<file path="src/rtl/data_access_unit.sv">
// data_access_unit: memory-stage sequencer between the instruction controller and the
// data-memory port. It accepts a load (RREQ) or store (CWE) request, runs one req/ack
// transaction on the memory port and pulses RDY when the access completes. Stores get
// byte-lane steering. Loads get lane alignment plus sign or zero extension.
//
// Ports
//   CLK, RST_N        clock (rising edge), asynchronous active-low reset
//   RREQ, CWE         load / store request levels from the controller (CWE wins)
//   FUNCT3            access size/sign: 000 B, 001 H, 010 W, 100 BU, 101 HU
//   ADDR, WDATA       effective byte address and store data (rs2)
//   RDY, ERR          one-cycle completion pulse; ERR marks a faulted (not issued) access
//   RDATA             extended load result, held until the next successful load
//   MEM_REQ/WE/ADDR/WDATA/BE   memory request, held stable until MEM_ACK
//   MEM_ACK, MEM_RDATA         memory completion and read word
module data_access_unit #(
  parameter int unsigned ADDR_W = 32,
  parameter int unsigned DATA_W = 32
) (
  input  logic              CLK,
  input  logic              RST_N,
  input  logic              RREQ,
  input  logic              CWE,
  input  logic [2:0]        FUNCT3,
  input  logic [ADDR_W-1:0] ADDR,
  input  logic [DATA_W-1:0] WDATA,
  output logic              RDY,
  output logic [DATA_W-1:0] RDATA,
  output logic              ERR,
  output logic              MEM_REQ,
  output logic              MEM_WE,
  output logic [ADDR_W-1:0] MEM_ADDR,
  output logic [DATA_W-1:0] MEM_WDATA,
  output logic [3:0]        MEM_BE,
  input  logic              MEM_ACK,
  input  logic [DATA_W-1:0] MEM_RDATA
);

  typedef enum logic [1:0] {StIdle, StWait, StDone} state_e;

  state_e              state_q, state_d;
  logic                rdy_q, rdy_d;
  logic                err_q, err_d;
  logic [DATA_W-1:0]   rdata_q, rdata_d;
  logic                mem_req_q, mem_req_d;
  logic                mem_we_q, mem_we_d;
  logic [ADDR_W-1:0]   mem_addr_q, mem_addr_d;
  logic [DATA_W-1:0]   mem_wdata_q, mem_wdata_d;
  logic [3:0]          mem_be_q, mem_be_d;
  logic [1:0]          off_q, off_d;
  logic [2:0]          funct3_q, funct3_d;
  logic                is_store_q, is_store_d;

  logic                is_store;
  logic                illegal;
  logic                misaligned;
  logic [DATA_W-1:0]   rd_shift;
  logic [DATA_W-1:0]   load_ext;

  // Request decode, only meaningful in StIdle
  always_comb begin
    is_store = CWE;
    illegal  = 1'b0;
    if (is_store) begin
      illegal = !(FUNCT3 inside {3'b000, 3'b001, 3'b010});
    end else begin
      illegal = !(FUNCT3 inside {3'b000, 3'b001, 3'b010, 3'b100, 3'b101});
    end
    misaligned = 1'b0;
    if (FUNCT3[1:0] == 2'b01) misaligned = ADDR[0];
    if (FUNCT3[1:0] == 2'b10) misaligned = (ADDR[1:0] != 2'b00);
  end

  // Load alignment: bring the addressed lane down to bit 0, then extend
  always_comb begin
    rd_shift = MEM_RDATA >> {off_q, 3'b000};
    case (funct3_q)
      3'b000:  load_ext = {{24{rd_shift[7]}}, rd_shift[7:0]};
      3'b001:  load_ext = {{16{rd_shift[15]}}, rd_shift[15:0]};
      3'b100:  load_ext = {24'h0, rd_shift[7:0]};
      3'b101:  load_ext = {16'h0, rd_shift[15:0]};
      default: load_ext = MEM_RDATA;
    endcase
  end

  always_comb begin
    state_d     = state_q;
    rdy_d       = 1'b0;
    err_d       = 1'b0;
    rdata_d     = rdata_q;
    mem_req_d   = mem_req_q;
    mem_we_d    = mem_we_q;
    mem_addr_d  = mem_addr_q;
    mem_wdata_d = mem_wdata_q;
    mem_be_d    = mem_be_q;
    off_d       = off_q;
    funct3_d    = funct3_q;
    is_store_d  = is_store_q;

    unique case (state_q)
      StIdle: begin
        if (CWE || RREQ) begin
          if (illegal || misaligned) begin
            // Fault: complete next cycle without touching memory
            state_d = StDone;
            rdy_d   = 1'b1;
            err_d   = 1'b1;
          end else begin
            state_d    = StWait;
            off_d      = ADDR[1:0];
            funct3_d   = FUNCT3;
            is_store_d = is_store;
            mem_req_d  = 1'b1;
            mem_we_d   = is_store;
            mem_addr_d = {ADDR[ADDR_W-1:2], 2'b00};
            if (is_store) begin
              case (FUNCT3[1:0])
                2'b00: begin
                  mem_be_d    = 4'b0001 << ADDR[1:0];
                  mem_wdata_d = {4{WDATA[7:0]}};
                end
                2'b01: begin
                  mem_be_d    = 4'b0011 << ADDR[1:0];
                  mem_wdata_d = {2{WDATA[15:0]}};
                end
                default: begin
                  mem_be_d    = 4'b1111;
                  mem_wdata_d = WDATA;
                end
              endcase
            end else begin
              mem_be_d    = 4'b1111;
              mem_wdata_d = '0;
            end
          end
        end
      end
      StWait: begin
        // Request levels are ignored here; the access runs to completion
        if (MEM_ACK) begin
          state_d   = StDone;
          mem_req_d = 1'b0;
          rdy_d     = 1'b1;
          if (!is_store_q) rdata_d = load_ext;
        end
      end
      StDone: begin
        // Requests seen here belong to the finishing instruction
        state_d = StIdle;
      end
      default: state_d = StIdle;
    endcase
  end

  always_ff @(posedge CLK or negedge RST_N) begin
    if (!RST_N) begin
      state_q     <= StIdle;
      rdy_q       <= 1'b0;
      err_q       <= 1'b0;
      rdata_q     <= '0;
      mem_req_q   <= 1'b0;
      mem_we_q    <= 1'b0;
      mem_addr_q  <= '0;
      mem_wdata_q <= '0;
      mem_be_q    <= 4'b0000;
      off_q       <= 2'b00;
      funct3_q    <= 3'b000;
      is_store_q  <= 1'b0;
    end else begin
      state_q     <= state_d;
      rdy_q       <= rdy_d;
      err_q       <= err_d;
      rdata_q     <= rdata_d;
      mem_req_q   <= mem_req_d;
      mem_we_q    <= mem_we_d;
      mem_addr_q  <= mem_addr_d;
      mem_wdata_q <= mem_wdata_d;
      mem_be_q    <= mem_be_d;
      off_q       <= off_d;
      funct3_q    <= funct3_d;
      is_store_q  <= is_store_d;
    end
  end

  assign RDY       = rdy_q;
  assign ERR       = err_q;
  assign RDATA     = rdata_q;
  assign MEM_REQ   = mem_req_q;
  assign MEM_WE    = mem_we_q;
  assign MEM_ADDR  = mem_addr_q;
  assign MEM_WDATA = mem_wdata_q;
  assign MEM_BE    = mem_be_q;

endmodule

</file>
<file path="config.mk">
export PLATFORM = sky130hd
export DESIGN_NAME = data_access_unit
export DESIGN_NICKNAME = d
export VERILOG_FILES = /design/src/rtl/data_access_unit.sv
export SDC_FILE = /design/constraint.sdc
export NUM_CORES = 1
export LEC_CHECK = 0
export CORE_MARGIN = 2
export CORE_UTILIZATION = 48
export CTS_BUF_LIST = sky130_fd_sc_hd__clkbuf_2 sky130_fd_sc_hd__clkbuf_4 sky130_fd_sc_hd__clkbuf_8
export DETAILED_ROUTE_END_ITERATION = 12
export PLACE_DENSITY = 0.88
export SLEW_MARGIN = 10
export SYNTH_ARGS = -nofsm -noshare
export SYNTH_HDL_FRONTEND = slang
export SYNTH_SLANG_ARGS = --single-unit
</file>
<file path="constraint.sdc">
create_clock -name CLK -period 3.46 [get_ports CLK]
set_input_delay 0.346 -clock CLK [delete_from_list [all_inputs] [get_ports CLK]]
set_output_delay 0.346 -clock CLK [all_outputs]
set_load 0.02 [all_outputs]
</file>
## Yosys cells after proc, flatten, opt, wreduce, memory -nomap -nowiden

Index checks and enable logic that the tools add are counted.

| operators by class | value |
|---|---|
| eq/ne operators | 13 |
| shifts and indexed selects | 3 |
| multiplexer cells | 21 |
| bitwise operators | 2 |
| reduce and logical (&&, ||, !) cells | 16 |

Operators with widths:

| cell | count |
|---|---|
| case mux 32 bit (4 select lines) | 1 |
| case mux 32 bit (2 select lines) | 1 |
| two-way mux 32 bit | 1 |
| >> shifter 32 x 5 -> 16 bit | 1 |
| == test 3 bit (second input constant) | 4 |
| two-way mux 1 bit | 10 |
| case mux 4 bit (2 select lines) | 1 |
| == test 3 x 1 -> 1 bit (second input constant) | 2 |
| zero test 3 bit | 2 |
| two-way mux 2 bit | 3 |
| != test 2 bit (second input constant) | 3 |
| AND reduction 3 bit | 2 |
| nonzero test 5 bit | 1 |
| == test 2 x 1 -> 1 bit (second input constant) | 2 |
| zero test 2 bit | 2 |
| two-way mux 4 bit | 1 |
| case mux 1 bit (2 select lines) | 2 |
| case mux 2 bit (2 select lines) | 1 |
| AND reduction 4 bit | 1 |
| nonzero test 2 bit | 2 |
| left shift 1 x 2 -> 4 bit (first input constant) | 1 |
| left shift 2 x 2 -> 4 bit (first input constant) | 1 |
| == test 3 x 2 -> 1 bit (second input constant) | 1 |
| nonzero test 3 bit | 1 |
| 5 further kinds | 8 |

| word-level totals | value |
|---|---|
| register bits | 109 |
| output and inout bits | 104 |
| word-level logic and storage cells | 66 |

## Longest topological paths before layout

Gate-level depths: netlist of the first run.

| logic depth | value |
|---|---|
| depth in word-level cells | 8 |
| depth in mapped cells | 7 |

## Worst setup path before layout of the first run

OpenSTA, ideal clock, no wires.

| timing | value |
|---|---|
| path type | input-to-reg |
| start point | input FUNCT3[0] |
| end point | register mem_addr_q[10] (netlist: MEM_ADDR[10]) |
| library setup time | 0.125 ns |
| arrival time | 1.521 ns |
| slack | 1.814 ns |
| cell stages on the path | 5 |
| buffers on the path | 2 |
| path through | buf_2 -> a221oi_2 -> o221ai_2 -> buf_6 -> mux2_4 |

| between the ends | value |
|---|---|
| cells in the longest elaborated chain, start to end | 7 |
| elaborated cells on any way between the ends | 17 |
| those cells by class | eq/ne (6); mux (3); bitwise (1); reduce/logical (7) |

RTL lines:

| element | RTL line | source |
|---|---|---|
| from (decl) | 23 | `input logic [2:0] FUNCT3,` |
| == test 3 x 1 -> 1 bit, or another cell as far along | 64, 66 |  |
| nonzero test 5 bit / nonzero test 3 bit (equally long branches) | 66, 64 |  |
| zero test 1 bit (on tied branches) | 66, 64 |  |
| two-way mux 1 bit | 63 | `if (is_store) begin` |
| logical OR 1 bit (*) | 102 | `if (illegal \|\| misaligned) begin` |
| inverter 1 bit (no source line) (*) | n/a |  |
| AND reduction 3 bit (no source line) (*) | n/a |  |
| to (signal assigned) | 175 | `mem_addr_q <= mem_addr_d;` |
| to (decl) | 46 | `logic [ADDR_W-1:0] mem_addr_q, mem_addr_d;` |

Every way passes the cells marked *; elsewhere a longest branch is shown, timed or not.
A chain may end at the register's enable or synchronous reset.

## Worst setup path after layout of the first run

| timing | value |
|---|---|
| start point | register off_q[0] |
| end point | register rdata_q[29] (netlist: RDATA[29]) |

| between the ends | value |
|---|---|
| cells in the longest elaborated chain, start to end | 2 |

RTL lines:

| element | RTL line | source |
|---|---|---|
| from (decl) | 49 | `logic [1:0] off_q, off_d;` |
| from (signal assigned) | 165 | `off_q <= 2'b00;` |
| from (signal assigned) | 178 | `off_q <= off_d;` |
| >> shifter 32 x 5 -> 16 bit | 75 | `rd_shift = MEM_RDATA >> {off_q, 3'b000};` |
| case mux 32 bit (4 select lines) | 76 | `case (funct3_q)` |
| to (signal assigned) | 172 | `rdata_q <= rdata_d;` |
| to (decl) | 43 | `logic [DATA_W-1:0] rdata_q, rdata_d;` |

No other way between the ends.

==> results of run 1 <==
[per-stage QoR]
stage               instances  total power, mW
finish                    780             6.48
global placement          764             5.68
floorplan                 454             4.16
CTS                       780             6.53
global route              780             6.85
detailed placement        764             5.77
[flip-flops by register name, summed over array words and instances, names as in the netlist]
signal and flops:
RDY 1, MEM_BE 4, off_q 2, funct3_q 3, MEM_ADDR 30, state_q 2, MEM_WDATA 32, RDATA 32
MEM_REQ 1, is_store_q 1, ERR 1
[worst max-delay path, delay by kind of cell (launching register included)]
family          cells  cell delay (ns)
mux                 1             0.25
flops               1             0.85
compound gates      3             1.29
[logic make-up (layout without fill, tap and decap cells)]
kind of cell | after synthesis | in the layout | synth area share (%)
muxes | 70 | 70 | 16.8
AOI/OAI and AO/OA | 127 | 127 | 16.0
other | 1 | 2 | 0.0729
buffers and inverters | 38 | 228 | 3.89
and+or+nand+nor | 108 | 108 | 10.2
DFF | 109 | 109 | 53.0
[cell type report]
class                           count  share of cell area (%)
Timing Repair Buffer              212                    28.3
Multi-Input combinational cell    307                    30.1
Clock inverter                      5                   0.455
Tap cell                          136                    2.29
Sequential cell                   109                    36.8
Clock buffer                       11                    2.04
[synth_stat cells, types with 2 or more instances]
cell type	instances
a21oi_1	26
nor3b_1	9
mux2_4	32
o22ai_1	23
nand2_1	44
o211ai_1	2
nor2b_1	2
nor4_4	2
buf_4	2
nand2b_1	2
a2bb2oi_1	9
mux2i_1	34
clkbuf_2	2
buf_6	5
a22o_1	8
o32a_1	2
buf_2	8
dfrtp_1	109
clkbuf_1	20
mux2_1	3
o2bb2ai_1	7
a211oi_1	8
nor2_1	40
o21ai_0	37
[final timing paths]
check,from,endpoint,slack [ns],cells after the start
max reg2reg,off_q[0],RDATA[29],0.90,4
min reg2reg,MEM_WDATA[10],MEM_WDATA[10],0.49,2
min,RST_N,funct3_q[2],0.16,1
min in group CLK,MEM_WDATA[10],MEM_WDATA[10],0.49,2
max,off_q[0],RDATA[29],0.90,4
max in group asynchronous,RST_N,MEM_ADDR[14],2.35,2
[power by group]
part / internal, mW / total, mW / leakage [nW] / switching (mW)
registers: 1.87 / 2.40 / 1.32 / 0.525
logic: 1.74 / 3.35 / 1.79 / 1.60
clock network: 0.302 / 0.733 / 0.0917 / 0.431
[metal layers]
layer | part of all wire [%] | track usage [%] | up-vias
li1 | - | - | 1999
met3 | 10 | 8.78 | 25
met2 | 48 | 40.7 | 215
met4 | 1.9 | 8.79 | 0
met1 | 40 | 30.5 | 2072
met5 | 0 | 0 | -
==> summary.txt, run 1 <==
Floorplan
  – Die Y: 108 um
  – Chip width: 108 um
  – Starting Density: 49.6%
  – Full die area: 11,600 sq um
  – Rows: 37
  – Top-Level Pins: 208
  – Area of the core: 10,400 sq um

Worst setup path
  – CP Class: reg -> reg
  – Critical path arrival: 2.77 ns
  – CP Launch Type: register
  – Slowest cell on crit path: a211oi_2
  – Required time worst endpoint: 3.67 ns
  – Worst-path fanout max: 25
  – Largest stage delay, worst path: 0.92 ns
  – Crit path cell chain: mux2i_1 -> o21ai_0 -> a211oi_2 -> o22ai_1
  – Critical Path End Type: register

STA
  – Min Clock Period, post-route: 2.56 ns
  – Final WS setup: 0.901 ns
  – Final Cycle Share: 74.0%
  – Hold Fails Final Rpt: 0
  – RSZ-0062 raised after global routing: false
  – Setup TNS: 0 ns
  – Slew margin rel.: 24.4%
  – Setup Viol. Count Final: 0
  – Final slew viol count: 0
  – Fmax: 391 MHz
  – Clk_skew: 0.0124 ns
  – Slew @ Worst Pin: 1.13 ns
  – Hold WS: 0.162 ns

Global routing
  – GRT Overall Usage: 24.9%
  – Initial antenna violation count: 0
  – First-pass GRT wire length: 22.3 mm
  – Largest net degree at the start of global routing: 90
  – Number of global-route vias before repair: 4,344
  – GR Overflow Total: 0

Synth
  – Synth Instances: 453
  – Avg Cell Area, Syn: 11.4 sq um
  – Area leader, netlist: dfrtp_1
  – Yosys reg bits: 109
  – Post-synth top area share: 53.0%
  – Largest cells by area after synthesis: dfrtp_1 (53%), mux2_4 (9.3%), mux2i_1 (6.6%), o21ai_0 (3.6%), nand2_1 (3.2%)
  – Post-synthesis async set-or-reset flop share: 100%
  – Seq/Total Area, Yosys: 53.0%
  – Yosys warns: 0
  – Top FF cell, synth: dfrtp_1
  – Mapped Area: 5140 sq um
  – Netlist cell types: 41
  – EDFF count, synth: 0

Placement
  – I/O Buffers: 205
  – GP Congestion: 0.846
  – Cell Area, Placed: 7230 sq um
  – HPWL Detailed: 10.3 mm
  – Dpl ws: 0.904 ns

Layout
  – Share of layout cells above drive strength 1: 9.94%
  – FF/Latch Area: 2730 sq um
  – Number of fill cells: 739
  – Area of the multi-input gates: 2230 sq um
  – Post-route cell area: 7420 sq um
  – Inserted Diodes: 0
  – P&R area growth vs syn: 44.2%
  – Final net count: 743
  – Most common cell after layout, fill and taps aside: clkdlybuf4s50_1
  – Fin util: 71.5%
  – Commonest cells after routing, fill and taps aside: clkdlybuf4s50_1 (204), dfrtp_1 (109), nand2_1 (44)

Power
  – Leakage power: 3.20 nW
  – Maximum ir drop on the vdd rail: 0.492 mV
  – Pwr dens: 874 nW/um^2

Routing
  – DRT Pass-1 Iters: 4
  – Initial DRC Count: 198
  – Wire length per cell: 18.1 um
  – Antenna-violating nets left: 0
  – Vias/cell: 5.53
  – DRC violations left: 0
  – Via count: 4,311
  – WL final: 14.1 mm

CTS
  – TritonCTS clock tree: done
  – CTS root buffer: clkbuf_8
  – CTS Buf Count: 9
  – CTS resizes: 0
  – H-tree levels: 3
  – CTS Hold Bufs: 0
  – Clk slew on worst S/H paths: 0.10 ns
  – Setup bufs post-CTS: 0
  – Skew-Pair Late Insertion Delay: 0.37 ns
  – Clk buf depth: 2
  – Clock sink count: 109

Run
  – Max Cap Viol: 0

Status
  – Status: finished, final reports clean

Hold path
  – Hold Path Class: in -> async
(Power assumes the default switching activity.)
==> run 2: changes to the inputs <==
--- a/config.mk
+++ b/config.mk
@@ -6,10 +6,10 @@
 export NUM_CORES = 1
 export LEC_CHECK = 0
 export CORE_MARGIN = 2
-export CORE_UTILIZATION = 48
+export CORE_UTILIZATION = 45
 export CTS_BUF_LIST = sky130_fd_sc_hd__clkbuf_2 sky130_fd_sc_hd__clkbuf_4 sky130_fd_sc_hd__clkbuf_8
 export DETAILED_ROUTE_END_ITERATION = 12
-export PLACE_DENSITY = 0.88
+export PLACE_DENSITY = 0.83
 export SLEW_MARGIN = 10
 export SYNTH_ARGS = -nofsm -noshare
 export SYNTH_HDL_FRONTEND = slang
==> constraint.sdc (replaced) <==
create_clock -name CLK -period 2.63 [get_ports CLK]
set_input_delay 0.263 -clock CLK [delete_from_list [all_inputs] [get_ports CLK]]
set_output_delay 0.263 -clock CLK [all_outputs]
set_load 0.02 [all_outputs]
==> run 2 against run 1 <==
Compared with the run above:
- combinational power rose by 36%
- sequential cell count is the same
- register-to-register slack got worse by 0.24 ns
- wire length is 1.4% higher
- clock skew rose by 0.0026 ns
- first-iteration DRC count up 48%
- via count barely moved
- design area rose by 0.76%
- power rose by 32%
- worst setup slack worse by 0.24 ns
- clock power rose by 25%
- sequential share of layout area shrank 0.28 points
- largest cell class unchanged
- largest power group unchanged
==> summary.txt, run 2 (synthesized netlist as in run 1, its figures left out) <==
Routing
  – Via count: 4,313 (+0.046%)
  – DRT Pass-1 Iters: 4 (unchanged)
  – DRC violations left: 0 (unchanged)
  – Antenna-violating nets left: 0 (unchanged)
  – WL final: 14.3 mm (+1.4%)
  – Wire length per cell: 18.1 um (-0.30%)
  – Initial DRC Count: 294 (+48%)
  – Vias/cell: 5.44 (-1.6%)

Power
  – Pwr dens: 1140 nW/um^2 (+31%)
  – Maximum ir drop on the vdd rail: 0.707 mV (+44%)
  – Leakage power: 3.23 nW (+1.0%)

Floorplan
  – Top-Level Pins: 208 (unchanged)
  – Rows: 39 (+5.4%)
  – Area of the core: 11,300 sq um (+8.7%)
  – Die Y: 111 um (+3.2%)
  – Chip width: 111 um (+3.2%)
  – Full die area: 12,300 sq um (+6.4%)
  – Starting Density: 45.6% (-4.0 points)

Placement
  – HPWL Detailed: 10.5 mm (+2.4%)
  – I/O Buffers: 205 (unchanged)
  – GP Congestion: 0.880 (+4.0%)
  – Dpl ws: 0.310 ns (-0.593 ns)
  – Cell Area, Placed: 7300 sq um (+0.92%)

CTS
  – TritonCTS clock tree: done
  – Clk buf depth: 2 (unchanged)
  – H-tree levels: 3 (unchanged)
  – CTS Buf Count: 9 (unchanged)
  – Clock sink count: 109 (unchanged)
  – Clk slew on worst S/H paths: 0.10 ns (about the same)
  – CTS resizes: 0 (unchanged)
  – CTS root buffer: clkbuf_8
  – Skew-Pair Late Insertion Delay: 0.38 ns (about the same)

STA
  – Setup Viol. Count Final: 0 (unchanged)
  – Hold WS: 0.489 ns (+0.327 ns)
  – Clk_skew: 0.0150 ns (+0.00263 ns)
  – Hold Fails Final Rpt: 0 (unchanged)
  – RSZ-0062 raised after global routing: false
  – Setup TNS: 0 ns (unchanged)
  – Final slew viol count: 0 (unchanged)
  – Slew @ Worst Pin: 0.954 ns (-0.179 ns)
  – Min Clock Period, post-route: 1.97 ns (-0.591 ns)
  – Fmax: 508 MHz (+30%)
  – Final Cycle Share: 74.8% (+0.86 points)
  – Final WS setup: 0.662 ns (-0.239 ns)
  – Slew margin rel.: 36.2% (+12 points)

Layout
  – Most common cell after layout, fill and taps aside: clkdlybuf4s50_1
  – Post-route cell area: 7470 sq um (+0.76%)
  – Inserted Diodes: 0 (unchanged)
  – FF/Latch Area: 2730 sq um (unchanged)
  – Commonest cells after routing, fill and taps aside: clkdlybuf4s50_1 (204), dfrtp_1 (109), nand2_1 (44)
  – P&R area growth vs syn: 45.3%
  – Number of fill cells: 863 (+17%)
  – Final net count: 750 (+0.94%)
  – Area of the multi-input gates: 2230 sq um (unchanged)
  – Share of layout cells above drive strength 1: 10.6% (+0.68 points)
  – Fin util: 66.3% (-5.2 points)

Worst setup path
  – CP Class: reg -> reg
  – Critical Path End Type: register
  – Required time worst endpoint: 2.93 ns (-0.74 ns)
  – Critical path arrival: 2.26 ns (-0.51 ns)
  – CP Launch Type: register
  – Worst-path fanout max: 40 (+60%)

Run
  – Max Cap Viol: 0 (unchanged)

Global routing
  – Most Used Layer, Global Route: met2
  – M2 GR Usage: 39.1% (-1.6 points)
  – GRT Overall Usage: 23.4% (-1.5 points)
  – Largest net degree at the start of global routing: 58 (-36%)
  – M3 GR Usage: 7.93% (-0.85 points)
  – Met1 usage: 29.5% (-1.0 points)
  – GR Overflow Total: 0 (unchanged)
  – Initial antenna violation count: 0 (unchanged)
  – First-pass GRT wire length: 23.2 mm (+3.8%)
  – Number of global-route vias before repair: 4,437 (+2.1%)

Status
  – Status: finished, final reports clean

Hold path
  – Hold Path Class: reg -> reg
run 2: cell types whose count changed in the layout (fill, tap and decap cells not counted):
| cell | before | now |
|---|---|---|
| buf_12 | 0 | 1 |
| clkinvlp_4 | 2 | 1 |
| inv_6 | 1 | 0 |
| clkbuf_4 | 0 | 2 |
| buf_4 | 8 | 13 |
| clkinv_4 | 0 | 1 |
| dlygate4sd3_1 | 0 | 1 |
| clkbuf_8 | 11 | 9 |
run 2: routing by layer:
metal,vias up,routed length (um),part of all wire (%)
li1,2005,-,-
met5,-,0,0
met3,20,1290,9.0
met2,215,7000,49
met1,2073,5860,41
met4,0,169,1.2
run 2: report_power, final:
group | internal (mW) | switching [mW] | leakage (nW) | total (mW)
Combinational | 2.34 | 2.20 | 1.83 | 4.54
Sequential | 2.47 | 0.604 | 1.32 | 3.07
Clock | 0.360 | 0.557 | 0.0860 | 0.917
Total | 5.17 | 3.36 | 3.23 | 8.53
run 2: what timing repair did:
| item | in CTS | in global routing |
|---|---|---|
| hold endpoints to repair | 54 | 0 |
| setup buffers | 0 | 0 |
| hold buffers | 1 | 0 |
run 2: final cells by class:
cell class	instances	area share, %
multi-input cells	307	29.9
clock buffers	11	1.86
flip-flops and latches	109	36.5
well taps	143	2.39
repair buffers	219	29.0
clock inverters	4	0.352
run 2: worst paths after layout:
check / from / to / slack (ns) / cells past startpoint
setup / recovery: state_q[1] / RDATA[26] / 0.66 / 4
hold / removal: RDATA[6] / RDATA[6] / 0.49 / 2
setup reg to reg: state_q[1] / RDATA[26] / 0.66 / 4
hold reg to reg: RDATA[6] / RDATA[6] / 0.49 / 2
max in group asynchronous: RST_N / MEM_ADDR[6] / 1.32 / 3
min in group asynchronous: RST_N / state_q[0] / 0.50 / 2
run 2: critical path: stages, from the launching register on:
cell	delay, ns
dfrtp_1	0.40
nand3b_4	0.19
or2_4	0.40
or3_1	0.62
o22ai_1	0.28
run 2: per-stage QoR:
step,std cells,power (mW)
global placement,777,7.54
detailed placement,777,7.65
floorplan,454,5.47
CTS,793,8.60
finish,793,8.53
global route,793,9.01
